===== config.mk =====
export PLATFORM = sky130hd
export DESIGN_NAME = rega_sequenciador_flat
export DESIGN_NICKNAME = d
export VERILOG_FILES = /design/src/rtl/rega_sequenciador_if.sv /design/src/rtl/rega_sequenciador.sv /design/src/flat_wrapper.sv
export SDC_FILE = /design/constraint.sdc
export NUM_CORES = 1
export LEC_CHECK = 0
export BUFFER_PORTS_ARGS = -buffer_cell sky130_fd_sc_hd__buf_2
export CAP_MARGIN = 20
export CORE_UTILIZATION = 55
export CTS_BUF_LIST = sky130_fd_sc_hd__clkbuf_2
export DETAILED_ROUTE_END_ITERATION = 12
export GPL_ROUTABILITY_DRIVEN = 0
export GPL_TIMING_DRIVEN = 1
export PLACE_DENSITY_LB_ADDON = 0.3
export SKIP_LAST_GASP = 1
export SYNTH_ARGS = -nofsm -noshare
export SYNTH_HDL_FRONTEND = slang
export SYNTH_SLANG_ARGS = --single-unit

===== constraint.sdc =====
create_clock -name clock -period 4.9 [get_ports clock]
set_input_delay 0.49 -clock clock [delete_from_list [all_inputs] [get_ports clock]]
set_output_delay 0.49 -clock clock [all_outputs]
set_load 0.03 [all_outputs]

===== src/rtl/rega_sequenciador_if.sv =====
// Timer-side bus of the irrigation sequencer: count tick, scan select, per-digit async set/clear, stop flag.
interface rega_sequenciador_if;
  logic       new_clock;
  logic [1:0] seletor;
  logic [3:0] preset_us, preset_ds, preset_um, preset_dm;
  logic [3:0] clear_us, clear_ds, clear_um, clear_dm;
  logic       timer_stop;

  modport master (
    output new_clock, seletor,
    output preset_us, preset_ds, preset_um, preset_dm,
    output clear_us, clear_ds, clear_um, clear_dm,
    input  timer_stop
  );

  modport slave (
    input  new_clock, seletor,
    input  preset_us, preset_ds, preset_um, preset_dm,
    input  clear_us, clear_ds, clear_um, clear_dm,
    output timer_stop
  );
endinterface


===== src/rtl/rega_sequenciador.sv =====
// Irrigation sequencer: loads the MM:SS timer, gates its 1 s tick, drives the valve, enforces cooldown.
// Optional REGA_CICLOS_EN adds a saturating count (ciclos) of runs that ended on timer_stop.
module rega_sequenciador #(
  parameter int          CLK_HZ        = 50_000_000,
  parameter int          SCAN_DIV      = 50_000,
  parameter logic [15:0] GOTA_MMSS     = 16'h0130,
  parameter logic [15:0] ASPERSOR_MMSS = 16'h0500,
  parameter int          COOLDOWN_S    = 10
) (
  input  logic                clock,
  input  logic                reset_n,
  input  logic                umidade_baixa,
  input  logic                modo,
  input  logic                manual_stop,
  rega_sequenciador_if.master tmr,
  output logic                valvula,
  output logic                ocupado,
  output logic                fim
`ifdef REGA_CICLOS_EN
  ,
  output logic [7:0]          ciclos
`endif
);
  localparam int PW = (CLK_HZ > 1) ? $clog2(CLK_HZ) : 1;
  localparam int CW = $clog2(COOLDOWN_S + 1);
  localparam int SW = (SCAN_DIV > 1) ? $clog2(SCAN_DIV) : 1;
  localparam logic [PW-1:0] PRESC_MAX = PW'(CLK_HZ - 1);
  localparam logic [CW-1:0] COOL_LAST = CW'(COOLDOWN_S - 1);
  localparam logic [SW-1:0] SCAN_MAX  = SW'(SCAN_DIV - 1);

  typedef enum logic [2:0] {IDLE, CARGA, ASSENTA, REGA, PAUSA} state_t;

  state_t        state, state_nx;
  logic [PW-1:0] presc;
  logic [CW-1:0] cool;
  logic [SW-1:0] scan;
  logic [1:0]    seletor_q;
  logic          sec_tick, wrap_q, new_clock_q;
  logic          abort, done;
  logic [15:0]   preset_sel, preset_nx, clear_nx, preset_q, clear_q;

  assign sec_tick = (presc == PRESC_MAX);

  always_ff @(posedge clock or negedge reset_n) begin
    if (!reset_n) state <= IDLE;
    else          state <= state_nx;
  end

  always_comb begin
    state_nx   = state;
    abort      = 1'b0;
    done       = 1'b0;
    preset_nx  = 16'hFFFF;
    clear_nx   = 16'hFFFF;
    preset_sel = modo ? ASPERSOR_MMSS : GOTA_MMSS;
    case (state)
      IDLE:    if (!manual_stop && umidade_baixa) state_nx = CARGA;
      CARGA:   state_nx = ASSENTA;
      ASSENTA: state_nx = REGA;
      REGA: begin
        if (manual_stop) begin
          abort    = 1'b1;
          state_nx = PAUSA;
        end else if (tmr.timer_stop) begin
          done     = 1'b1;
          state_nx = PAUSA;
        end
      end
      PAUSA:   if (sec_tick && cool == COOL_LAST) state_nx = IDLE;
      default: state_nx = IDLE;
    endcase
    // The mode is captured here: the CARGA load pattern is registered on the IDLE->CARGA edge.
    if (state == IDLE && state_nx == CARGA) begin
      preset_nx = ~preset_sel;
      clear_nx  = preset_sel;
    end
    if (abort) clear_nx = 16'h0000;
  end

  always_ff @(posedge clock or negedge reset_n) begin
    if (!reset_n) begin
      presc       <= '0;
      cool        <= '0;
      wrap_q      <= 1'b0;
      new_clock_q <= 1'b0;
      preset_q    <= 16'hFFFF;
      clear_q     <= 16'hFFFF;
      valvula     <= 1'b0;
      ocupado     <= 1'b0;
      fim         <= 1'b0;
    end else begin
      // Every state change restarts the second prescaler, so REGA and PAUSA both start at 0.
      if (state_nx != state)                   presc <= '0;
      else if (state == REGA || state == PAUSA) presc <= sec_tick ? '0 : presc + 1'b1;
      if (state != PAUSA)  cool <= '0;
      else if (sec_tick)   cool <= cool + 1'b1;
      wrap_q      <= (state == REGA) && sec_tick && (state_nx == REGA);
      new_clock_q <= wrap_q && (state == REGA) && (state_nx == REGA);
      preset_q    <= preset_nx;
      clear_q     <= clear_nx;
      valvula     <= (state_nx == REGA);
      ocupado     <= (state_nx != IDLE);
      fim         <= done;
    end
  end

  always_ff @(posedge clock or negedge reset_n) begin
    if (!reset_n) begin
      scan      <= '0;
      seletor_q <= 2'd0;
    end else if (scan == SCAN_MAX) begin
      scan      <= '0;
      seletor_q <= seletor_q + 2'd1;
    end else begin
      scan      <= scan + 1'b1;
    end
  end

`ifdef REGA_CICLOS_EN
  always_ff @(posedge clock or negedge reset_n) begin
    if (!reset_n)                     ciclos <= 8'd0;
    else if (done && ciclos != 8'hFF) ciclos <= ciclos + 8'd1;
  end
`endif

  assign tmr.new_clock = new_clock_q;
  assign tmr.seletor   = seletor_q;
  assign tmr.preset_dm = preset_q[15:12];
  assign tmr.preset_um = preset_q[11:8];
  assign tmr.preset_ds = preset_q[7:4];
  assign tmr.preset_us = preset_q[3:0];
  assign tmr.clear_dm  = clear_q[15:12];
  assign tmr.clear_um  = clear_q[11:8];
  assign tmr.clear_ds  = clear_q[7:4];
  assign tmr.clear_us  = clear_q[3:0];
endmodule


===== src/flat_wrapper.sv =====
// flat-port wrapper written by rule: the top's interface ports become plain ports
module rega_sequenciador_flat 
#(
  parameter int          CLK_HZ        = 50_000_000,
  parameter int          SCAN_DIV      = 50_000,
  parameter logic [15:0] GOTA_MMSS     = 16'h0130,
  parameter logic [15:0] ASPERSOR_MMSS = 16'h0500,
  parameter int          COOLDOWN_S    = 10
)
  (clock, reset_n, umidade_baixa, modo, manual_stop, valvula, ocupado, fim, tmr_new_clock, tmr_seletor, tmr_preset_us, tmr_preset_ds, tmr_preset_um, tmr_preset_dm, tmr_clear_us, tmr_clear_ds, tmr_clear_um, tmr_clear_dm, tmr_timer_stop);
  rega_sequenciador_if tmr_i ();
  input  logic clock;
  input  logic reset_n;
  input  logic umidade_baixa;
  input  logic modo;
  input  logic manual_stop;
  output logic valvula;
  output logic ocupado;
  output logic fim;
  output wire logic [$bits(tmr_i.new_clock)-1:0] tmr_new_clock;
  output wire logic [$bits(tmr_i.seletor)-1:0] tmr_seletor;
  output wire logic [$bits(tmr_i.preset_us)-1:0] tmr_preset_us;
  output wire logic [$bits(tmr_i.preset_ds)-1:0] tmr_preset_ds;
  output wire logic [$bits(tmr_i.preset_um)-1:0] tmr_preset_um;
  output wire logic [$bits(tmr_i.preset_dm)-1:0] tmr_preset_dm;
  output wire logic [$bits(tmr_i.clear_us)-1:0] tmr_clear_us;
  output wire logic [$bits(tmr_i.clear_ds)-1:0] tmr_clear_ds;
  output wire logic [$bits(tmr_i.clear_um)-1:0] tmr_clear_um;
  output wire logic [$bits(tmr_i.clear_dm)-1:0] tmr_clear_dm;
  input wire logic [$bits(tmr_i.timer_stop)-1:0] tmr_timer_stop;
  assign tmr_new_clock = tmr_i.new_clock;
  assign tmr_seletor = tmr_i.seletor;
  assign tmr_preset_us = tmr_i.preset_us;
  assign tmr_preset_ds = tmr_i.preset_ds;
  assign tmr_preset_um = tmr_i.preset_um;
  assign tmr_preset_dm = tmr_i.preset_dm;
  assign tmr_clear_us = tmr_i.clear_us;
  assign tmr_clear_ds = tmr_i.clear_ds;
  assign tmr_clear_um = tmr_i.clear_um;
  assign tmr_clear_dm = tmr_i.clear_dm;
  assign tmr_i.timer_stop = tmr_timer_stop;
  rega_sequenciador #(.CLK_HZ(CLK_HZ), .SCAN_DIV(SCAN_DIV), .GOTA_MMSS(GOTA_MMSS), .ASPERSOR_MMSS(ASPERSOR_MMSS), .COOLDOWN_S(COOLDOWN_S)) u_core (.clock(clock), .reset_n(reset_n), .umidade_baixa(umidade_baixa), .modo(modo), .manual_stop(manual_stop), .tmr(tmr_i), .valvula(valvula), .ocupado(ocupado), .fim(fim));
endmodule

# Word-level counts from Yosys, hierarchy flattened
# Cells that the tools add are included.
[totals] output_inout_bits=38 inputBits=6 word_cells=61 ff_bits=88
[op_classes] n_addsub=4 reduce_logical=13 bitwise_logic=1 n_eq_ne=11 n_mux=20
[op_table] operator="two-way mux 26 bit" count=3
[op_table] operator="two-way mux 16 bit" count=4
[op_table] operator="adder 26 x 1 -> 26 bit, second input constant" count=1
[op_table] operator="== test 26 bit, second input constant" count=1
[op_table] operator="adder 16 x 1 -> 16 bit, second input constant" count=1
[op_table] operator="== test 16 bit, second input constant" count=1
[op_table] operator="NOT 16 bit" count=1
[op_table] operator="one-hot mux 3 bit (5 select lines)" count=1
[op_table] operator="two-way mux 3 bit" count=4
[op_table] operator="two-way mux 11 bit" count=1
[op_table] operator="== test 3 x 2 -> 1 bit, second input constant" count=3
[op_table] operator="two-way mux 4 bit" count=2
[op_table] operator="logical AND 1 bit" count=7
[op_table] operator="== test 3 x 1 -> 1 bit, second input constant" count=2
[op_table] operator="two-way mux 1 bit" count=5
[op_table] operator="adder 4 x 1 -> 4 bit, second input constant" count=1
[op_table] operator="== test 4 bit, second input constant" count=1
[op_table] operator="nonzero test 2 bit" count=2
[op_table] operator="== test 3 bit, second input constant" count=1
[op_table] operator="zero test 3 bit" count=1
[op_table] operator="inequality test 3 bit" count=1
[op_table] operator="inequality test 3 bit, second input constant" count=1
[op_table] operator="nonzero test 3 bit" count=1
[op_table] operator="adder 2 x 1 -> 2 bit, second input constant" count=1
[op_table] operator="other kinds (2)" count=2

# Longest topological paths before layout
# Gate-level depths: netlist (run 1).
[depth] word_depth=8 ltp_mapped=7

# Worst setup path after synthesis (run 1)
# No wires, ideal clock.
[synth_timing] kind="register to register" start="register u_core.presc[16]" end="register u_core.presc[18]" stages_incl_launch_ff=6 path_buffers=0 slack_ns=2.947 arrival_ns=1.827 setup_time_ns=0.126 cell_sequence="dfrtp_1 -> nor4b_1 -> nand4_1 -> o32a_1 -> and3_1 -> a221o_1"
[synth_between] elab_chain_len=6 elab_cells_between_ends=10 cone_classes="1 x add/sub; 2 x eq/ne; 5 x mux; 2 x reduce/logical"
[synth_lines] item="from (decl)" line_no="rega_sequenciador.sv:34" source="logic [PW-1:0] presc;"
[synth_lines] item="from (signal assigned)" line_no="rega_sequenciador.sv:94" source="else if (state == REGA || state == PAUSA) presc <= sec_tick ? '0 : presc + 1'b1;"
[synth_lines] item="branches (longest 6 deep; another with adder 26 x 1 -> 26 bit)"
# Several ways; the timed one is not identified. The select of a mux whose other input is x is not followed.
# A chain may end at the register's enable or synchronous reset.

# Final worst setup path (run 1)
[layout_timing] start="register u_core.state[0]" end="register u_core.presc[18]"
[layout_between] elab_chain_len=5 elab_cells_between_ends=14 cone_classes="5 x eq/ne; 6 x mux; 3 x reduce/logical"
[layout_lines] item="from (decl)" line_no="rega_sequenciador.sv:33" source="state_t state, state_nx;"
[layout_lines] item="from (signal assigned)" line_no="rega_sequenciador.sv:46" source="else state <= state_nx;"
[layout_lines] item="two-way mux 3 bit" line_no="rega_sequenciador.sv:64" source="end else if (tmr.timer_stop) begin"
[layout_lines] item="two-way mux 3 bit" line_no="rega_sequenciador.sv:61" source="if (manual_stop) begin"
[layout_lines] item="one-hot mux 3 bit (5 select lines)" line_no="rega_sequenciador.sv:56" source="case (state)"
[layout_lines] item="inequality test 3 bit" line_no="rega_sequenciador.sv:93" source="if (state_nx != state) presc <= '0;"
[layout_lines] item="two-way mux 26 bit / nonzero test 2 bit (equally long branches)"
# Parallel ways exist; a longest one is shown, timed or not.

==> flow_metrics.tcl, run 1 <==
set metrics [dict create \
    hold_class "input port to async pin" \
    synth.area.top_cells "dfrtp_1, buf_4, dfstp_2" \
    worst_path_dominant_cell_family "simple AND/OR/NAND/NOR gates" \
    synth_top_cell_by_area "dfrtp_1" \
    post-cts-setup-buffers 0 \
    synthFlopType "dfrtp_1" \
    start_kind "flip-flop" \
    rr_worst_depth 4 \
    powerDensity_nw_per_um2 385 \
    drc 0 \
    report.final.slew_viol_count 0 \
    slowest_stage "nor2_1" \
    place_ws_ns 2.55 \
    rrSetupSlack_ns 2.52 \
    postSynthAreaPerCell_sq_um 10.0 \
    syn_inst 320 \
    drtIter0Drc 171 \
    cts_hold_buf 0 \
    die_x_um 78.4 \
    cts_buffer_depth 2 \
    start_util_pct 57.6 \
    cts.clk_slew.worst_paths_ns 0.17 \
    clk_latency_ns 0.50 \
    numCtsBuffers 9 \
    critPathKind "flip-flop to flip-flop" \
    nFillCells 479 \
    min_period_over_period_pct 48.6 \
    synth_edf_count 0 \
    maxCapViolations 0 \
    seqCellArea_sq_um 1590 \
    rsz0062_at_grt "no" \
    num_vias 2333 \
    track_usage_pct 21.5 \
    tritoncts "built" \
    nets 354 \
    r2r-end "u_core.presc[18]" \
    clock-sinks 63 \
    r2r-start "u_core.state[0]" \
    worstPathArrival_ns 2.79 \
    synth_common_cells "dfrtp_1, nor2_1, buf_4, nand2_1" \
    coreArea_sq_um 5570 \
    worstPathMaxFanout 14 \
    post_drt_wl_per_cell_um 13.7 \
    dp_cells 405 \
    boundaryPins 44 \
    yosysSeqAreaShare_pct 49.4 \
    yosys.cell_count.top_type "dfrtp_1" \
    grt_pass1_wl_mm 9.84 \
    die_area_sq_um 6140 \
    cts_root_buf "clkbuf_2" \
    htreeDepth 3 \
    fmax_mhz 420 \
    yosysWarnings 0 \
    yosys_register_bits 63 \
    synth_top_area_share_pct 43.7 \
    grt_pass1_vias 2209 \
    syn_to_final_growth_pct 5.85 \
    row_count 27 \
    post_route_cells_drive_above_1_share_pct 19.5 \
    async_flop_share_pct 100 \
    hold_violations 0 \
    worst_pin_slew_ns 0.925 \
    antenna_left 0 \
    syn_area_sq_um 3210 \
    dp_hpwl_mm 4.07 \
    status "completed" \
    portBuffers 31 \
    die_h_um 78.4 \
    drt_wl_total_mm 5.77 \
    setup_tns_ns 0 \
    fin_skew_ns 0.0255 \
    grt_overflow 0 \
    fin_cells 421 \
    viasPerCell 5.54 \
    multi_input_area_sq_um 1430 \
    grt_max_degree 64 \
    report.final.setup_viol 0 \
    required_ns 5.31 \
    antenna_found_initial 0 \
    finalWorstSetupSlack_ns 2.52 \
    critical_path.cell_chain "or3_1, nor2_1, nor2_1, a221o_1" \
    path_buf_inv 0 \
    ys_types 53 \
    cts-resized-gates 0 \
    vdd_ir_drop_max_v 0.000290 \
    antennaDiodeCount 0 \
    p_leak_nw 1.52 \
    startpoint "u_core.state[0]" \
    critPathMaxStageDelay_ns 0.73 \
    worstSetupEndpointType "flip-flop" \
    min_period_ns 2.38 \
    crit_top_cell "nor2_1" \
    first_pass_iters 4 \
    slew_headroom_pct 38.1 \
]
-- layout make-up --
cell class	instances	area share [%]
tap	72	2.65
clock buffer	11	1.62
clock inverter	5	1.47
inverter	7	0.773
timing repair buffer	32	4.79
multi-input combinational	231	42.0
sequential	63	46.7
-- where the power goes --
part | switching, mW | internal (mW)
clock network | 0.180 | 0.118
registers | 0.0332 | 0.568
logic | 0.306 | 0.103
total | 0.519 | 0.789
-- worst max path at each step --
| stage | cells after the start | slack [ns] | endpoint |
|---|---|---|---|
| after global placement | 4 | 2.61 | u_core.presc[18] |
| final | 4 | 2.52 | u_core.presc[18] |
| after global routing | 4 | 2.32 | u_core.presc[18] |
| after floorplan | 5 | 2.95 | u_core.presc[18] |
| after CTS | 4 | 2.51 | u_core.presc[18] |
| after detailed placement | 4 | 2.55 | u_core.presc[18] |
-- registers in the layout (all words and copies together) (netlist names) --
signal and cells:
u_core.tmr.seletor 2, u_core.fim 1, u_core.state 3, u_core.scan 16, u_core.valvula 1, u_core.preset_q 3
u_core.tmr.new_clock 1, u_core.cool 4, u_core.ocupado 1, u_core.wrap_q 1, u_core.presc 26, u_core.clear_q 4
-- kinds of logic after synthesis --
group	after synthesis	share of synthesized area, %
XOR/XNOR	30	8.19
multiplexers	2	0.702
AO/OA/AOI/OAI	33	7.33
other	1	0.117
AND/OR/NAND/NOR	150	25.3
adder cells (fa/ha/maj)	4	1.56
buffers and inverters	37	7.41
flip-flops	63	49.4
-- metrics by stage --
step                      hold slack [ns]  area (sq um)  power [mW]  utilization, %
final                              0.0962          3400        1.31            60.9
after CTS                          0.0847          3400        1.32            60.9
after global placement              0.440          3290        1.02            59.1
after global routing               0.0758          3400        1.39            60.9
after floorplan                     0.194          3250       0.969               -
after detailed placement            0.442          3290        1.02            59.1
-- cells in the final DEF, fill, tap and decap left out, types with 3 or more instances in the layout --
cell / n
xnor2_1: 15
dfstp_2: 7
nor2b_1: 3
inv_1: 7
o21ai_0: 9
or2_2: 3
clkbuf_2: 11
nand4_1: 4
a22o_1: 4
and2_1: 4
and3_1: 7
conb_1: 12
dfrtp_1: 56
ha_1: 4
nor4_1: 6
nand2_1: 26
xor2_1: 15
nor3_1: 10
nand3_1: 14
nor4b_1: 4
or4_1: 3
nor2_1: 44
buf_2: 31
or3_1: 3
a21oi_1: 5
-- per-layer routing --
layer | share of wire [%] | wire (um) | vias up | global-route usage, %
met3 | 3.9 | 225 | 10 | 6.40
met5 | 0 | 0 | - | 0
met4 | 2.1 | 119 | 0 | 12.0
li1 | - | - | 1123 | -
met2 | 47 | 2730 | 48 | 34.9
met1 | 47 | 2690 | 1152 | 25.6
Power figures use the tool's default switching activity.
==> run 2, diff against run 1 <==
- clock period: 4.9 -> 2.3 ns (I/O delays scaled with it)
==> run 2 against run 1 <==
Net effect: sequential share of layout area fell by 1.3 points; non-clock buffer count rose by 10; die area did not move; register-to-register slack got worse by 2.4 ns; sequential cell count did not move; critical path depth rose by 2; worst setup slack got worse by 2.4 ns; first-iteration DRC count fell by 29%; sequential power rose by 110%; global-route usage rose by 0.62 points; via count rose by 2.4%; core utilization rose by 1.7 points; highest routed layer unchanged.
==> flow_metrics.tcl, run 2 (synthesis gave the netlist of run 1 again) <==
set metrics [dict create \
    status "completed" \
    clkPwrFrac_pct 22.6 \
    clk_latency_ns 0.49 \
    largest-register "u_core.presc" \
    place_area_sq_um 3350 \
    antennaDiodeCount 0 \
    die_h_um 78.4 \
    row_count 27 \
    cts_root_buf "clkbuf_2" \
    drc 0 \
    viasPerCell 5.54 \
    post_drt_wl_per_cell_um 14.2 \
    antenna_left 0 \
    critPathKind "flip-flop to flip-flop" \
    cts-resized-gates 0 \
    boundaryPins 44 \
    worstSetupEndpointType "flip-flop" \
    fmax_mhz 456 \
    finalCoreUtilization_pct 62.7 \
    grt_pass1_wl_mm 10.2 \
    drtIter0Drc 121 \
    switching_share_pct 39.7 \
    largest_reg_flops 26 \
    final_common_cell "dfrtp_1" \
    syn_to_final_growth_pct 8.85 \
    portBuffers 31 \
    worstPathMaxFanout 10 \
    coreArea_sq_um 5570 \
    fin_skew_ns 0.0174 \
    post-cts-setup-buffers 0 \
    p_leak_nw 1.58 \
    maxCapViolations 0 \
    grt_overflow 0 \
    rsz0062_at_grt "yes" \
    cts.clk_slew.worst_paths_ns 0.17 \
    startpoint "u_core.presc[0]" \
    reg_top3 "u_core.presc: 26 flops, u_core.scan: 16 flops" \
    finalWorstSetupSlack_ns 0.108 \
    layout_common_cells "dfrtp_1, nor2_1, buf_2" \
    nets 364 \
    grt_max_degree 36 \
    first_pass_iters 4 \
    dp_hpwl_mm 4.31 \
    start_util_pct 57.6 \
    num_vias 2388 \
    hold_violations 0 \
    track_usage_pct 22.2 \
    nFillCells 464 \
    required_ns 2.70 \
    r2r-start "u_core.presc[0]" \
    min_from "umidade_baixa" \
    slew_headroom_pct 55.8 \
    worst_pin_slew_ns 0.662 \
    start_kind "flip-flop" \
    min_period_ns 2.19 \
    vdd_ir_drop_max_v 0.000732 \
    place_ws_ns 0.128 \
    clock-sinks 63 \
    post_route_cells_drive_above_1_share_pct 20.9 \
    htreeDepth 3 \
    worstPathArrival_ns 2.59 \
    final_cell_area_sq_um 3490 \
    grt_pass1_vias 2277 \
    report.final.setup_viol 0 \
    numCtsBuffers 9 \
    report.final.slew_viol_count 0 \
    p_switching_mw 1.13 \
    antenna_found_initial 0 \
    internal_power_mw 1.71 \
    seqPwrFrac_pct 45.1 \
    min_period_over_period_pct 95.3 \
    tritoncts "built" \
    powerDensity_nw_per_um2 812 \
    cts_buffer_depth 2 \
    drt_wl_total_mm 6.13 \
    die_area_sq_um 6140 \
    die_x_um 78.4 \
    power_frac_comb_pct 32.3 \
    hold_class "input port to flip-flop" \
]
[run 2: cell types whose count changed in the layout (fill, tap and decap cells not counted)]
cell,previous run,this run
clkinv_1,2,1
buf_4,1,6
buf_12,0,1
clkinvlp_4,1,0
dlygate4sd3_1,0,4
clkinv_2,1,3
[run 2: area by class of cell]
type / count / area, sq um / share of cell area (%)
clock buffers: 11 / 55.1 / 1.58
clock inverters: 5 / 48.8 / 1.40
inverters: 7 / 26.3 / 0.752
multi-input cells: 231 / 1430 / 40.9
flip-flops and latches: 63 / 1590 / 45.4
well taps: 72 / 90.1 / 2.58
repair buffers: 42 / 260 / 7.45
[run 2: through the flow]
step           instances  power [mW]  setup TNS [ns]  hold WS [ns]
2_1_floorplan        331        2.07               0       -0.0656
3_3_place_gp         411        2.19               0         0.298
3_5_place_dp         411        2.21               0         0.306
4_1_cts              431        2.86               0         0.112
5_1_grt              431        2.98        -0.00925         0.120
6_report             431        2.84               0         0.151
[run 2: power by group through the flow]
stage / combinational [mW] / sequential [mW] / clock [mW]
2_1_floorplan: 0.678 / 1.39 / 0
3_3_place_gp: 0.897 / 1.30 / 0
3_5_place_dp: 0.911 / 1.30 / 0
4_1_cts: 0.917 / 1.28 / 0.660
5_1_grt: 0.991 / 1.29 / 0.697
6_report: 0.915 / 1.28 / 0.641
[run 2: critical path, cell delays in order (launching register included)]
cell,delay (ns)
dfrtp_1,0.43
ha_1,0.20
and3_1,0.20
nand3_2,0.20
o32ai_2,0.52
nor2_1,0.22
a221o_1,0.33
[run 2: final timing paths]
| path | end | slack (ns) | depth (start not counted) |
|---|---|---|---|
| max in group asynchronous | u_core.preset_q[8] | 1.34 | 3 |
| hold reg to reg | u_core.scan[0] | 0.47 | 1 |
| setup reg to reg | u_core.presc[18] | 0.11 | 6 |
| min in group asynchronous | u_core.scan[6] | 0.27 | 2 |
| setup / recovery | u_core.presc[18] | 0.11 | 6 |
| hold / removal | u_core.preset_q[5] | 0.15 | 3 |
[run 2: layer usage]
metal	up-vias	share of wire [%]	wire (um)	GRT usage, %
met3	15	4.2	256	5.00
met2	64	49	2990	36.5
met1	1168	45	2750	26.6
met5	-	0	0	0
li1	1141	-	-	-
met4	0	2.1	127	13.1
[run 2: timing repair]
item | 4_1_cts | 5_1_grt
hold buffers | 4 | 0
hold endpoints to repair | 32 | 0
endpoints found under the setup margin | 0 | 1
==> run 3, diff against run 2 <==
- CTS_BUF_LIST: sky130_fd_sc_hd__clkbuf_2 -> not set
==> run 3 against run 2 <==
Net effect: critical path depth decreased by 1; count of clock-buffer cells in the layout increased by 1; first-iteration DRC count decreased by 18%; via count decreased by 0.21%; sequential cell count unchanged; register-to-register slack improved by 0.06 ns; clock power increased by 47%; combinational power increased by 0.5%; worst setup slack improved by 0.057 ns; wire length decreased by 0.49%; critical path type unchanged; maximum frequency increased by 2.7%; non-clock buffer count decreased by 3; highest routed layer unchanged.
==> flow_metrics.tcl, run 3 (synthesis gave the netlist of run 1 again) <==
set metrics [dict create \
    status "completed" \
    dp_hpwl_mm 4.31 \
    vdd_ir_drop_max_v 0.000772 \
    hold_class "input port to flip-flop" \
    busiest_layer "met2" \
    fmax_mhz 468 \
    final_common_cell "dfrtp_1" \
    start_kind "flip-flop" \
    seqPwrFrac_pct 40.8 \
    die_h_um 78.4 \
    seqCellArea_sq_um 1590 \
    htreeDepth 3 \
    setup_tns_ns 0 \
    nFillCells 454 \
    portBuffers 31 \
    die_area_sq_um 6140 \
    grt_overflow 0 \
    grt_util_met1_pct 26.4 \
    post_route_cells_drive_above_1_share_pct 20.8 \
    tritoncts "built" \
    numCtsBuffers 9 \
    clock-sinks 63 \
    report.final.slew_viol_count 0 \
    powerDensity_nw_per_um2 883 \
    layout_common_cells "dfrtp_1, nor2_1, buf_2" \
    track_usage_pct 22.2 \
    boundaryPins 44 \
    min_period_over_period_pct 92.8 \
    grt_max_degree 36 \
    finalCoreUtilization_pct 63.9 \
    drt_wl_total_mm 6.10 \
    post_drt_wl_per_cell_um 14.2 \
    critPathKind "flip-flop to flip-flop" \
    start_util_pct 57.6 \
    min_period_ns 2.13 \
    worstPathArrival_ns 2.35 \
    use_met2_pct 36.8 \
    slew_headroom_pct 55.6 \
    antenna_found_initial 0 \
    largest-register "u_core.presc" \
    die_x_um 78.4 \
    grtUsageMet3_pct 5.35 \
    viasPerCell 5.57 \
    dp_cells 411 \
    fin_skew_ns 0.00446 \
    worst_pin_slew_ns 0.666 \
    nets 361 \
    grt_pass1_wl_mm 10.2 \
    antenna_left 0 \
    num_vias 2383 \
    rr_worst_depth 5 \
    coreArea_sq_um 5570 \
    largest_reg_flops 26 \
    reg_top3 "u_core.presc: 26 flops, u_core.scan: 16 flops" \
    p_switching_mw 1.16 \
    grt_pass1_vias 2295 \
    power_frac_comb_pct 29.3 \
    clk_latency_ns 0.35 \
    hold_violations 0 \
    row_count 27 \
    fin_cells 428 \
    switching_share_pct 36.8 \
    drc 0 \
    clkPwrFrac_pct 30.0 \
    worstPathMaxFanout 16 \
    multi_input_area_sq_um 1440 \
    rsz0062_at_grt "yes" \
    maxCapViolations 0 \
    report.final.setup_viol 0 \
    worstSetupEndpointType "flip-flop" \
    cts_root_buf "clkbuf_8" \
    required_ns 2.52 \
    holdPathStages 2 \
    place_area_sq_um 3350 \
    final_cell_area_sq_um 3560 \
    first_pass_iters 4 \
    antennaDiodeCount 0 \
    internal_power_mw 1.99 \
    cts.clk_slew.worst_paths_ns 0.06 \
    cts_buffer_depth 2 \
    syn_to_final_growth_pct 11.0 \
    drtIter0Drc 99 \
    p_leak_nw 1.60 \
]
-- run 3: changes by cell type in the layout (fill, tap and decap cells not counted), sizes merged --
| cell | delta |
|---|---|
| clkbuf | +1 |
| dlygate4sd3 | -3 |
| clkinv | -1 |
-- run 3: power by group through the flow --
| stage | clock network (mW) | registers (mW) | logic (mW) |
|---|---|---|---|
| floorplan | 0 | 1.39 | 0.678 |
| global placement | 0 | 1.30 | 0.897 |
| global route | 1.00 | 1.29 | 1.00 |
| detailed placement | 0 | 1.30 | 0.911 |
| CTS | 0.964 | 1.28 | 0.916 |
| finish | 0.941 | 1.28 | 0.920 |
-- run 3: path summary, 6_finish.rpt --
check	start	end	slack, ns
max in group asynchronous	reset_n	u_core.preset_q[8]	1.17
max	u_core.presc[9]	u_core.presc[6]	0.17
min reg2reg	u_core.wrap_q	u_core.tmr.new_clock	0.45
min in group asynchronous	reset_n	u_core.scan[6]	0.44
min	modo	u_core.preset_q[10]	0.05
max reg2reg	u_core.presc[9]	u_core.presc[6]	0.17
-- run 3: what timing repair did --
action / in CTS / in global routing
gates resized for setup: 0 / 1
buffers inserted: 0 / 0
setup endpoints to repair: 0 / 2
hold buffers: 1 / 0
hold endpoints to repair: 28 / 0
-- run 3: metrics by stage --
| stage | hold WS [ns] | power, mW | setup slack (ns) |
|---|---|---|---|
| 3_5_place_dp | 0.306 | 2.21 | 0.128 |
| 4_1_cts | 0.0348 | 3.16 | 0.103 |
| 3_3_place_gp | 0.298 | 2.19 | 0.236 |
| 6_report | 0.0468 | 3.14 | 0.165 |
| 5_1_grt | 0.0571 | 3.30 | -0.0175 |
| 2_1_floorplan | -0.0656 | 2.07 | 0.347 |
-- run 3: cell type report --
type                       instances  area share [%]
multi-input combinational        231            40.4
sequential                        63            44.5
inverter                           7           0.738
tap                               72            2.53
timing repair buffer              39            6.47
clock inverter                     4            1.26
clock buffer                      12            4.08
-- run 3: per-layer routing --
layer  up-vias  wire length, um
met1      1164             2750
met5         -                0
met4         0               99
met3        15              288
met2        65             2950
li1       1139                -
-- run 3: worst max-delay path, cell delays in order (launching register included) --
cell and delay, ns:
dfrtp_1 0.43, nor4b_1 0.33, nand4_1 0.27, o32a_1 0.53, nor2_4 0.35, nor2_1 0.10
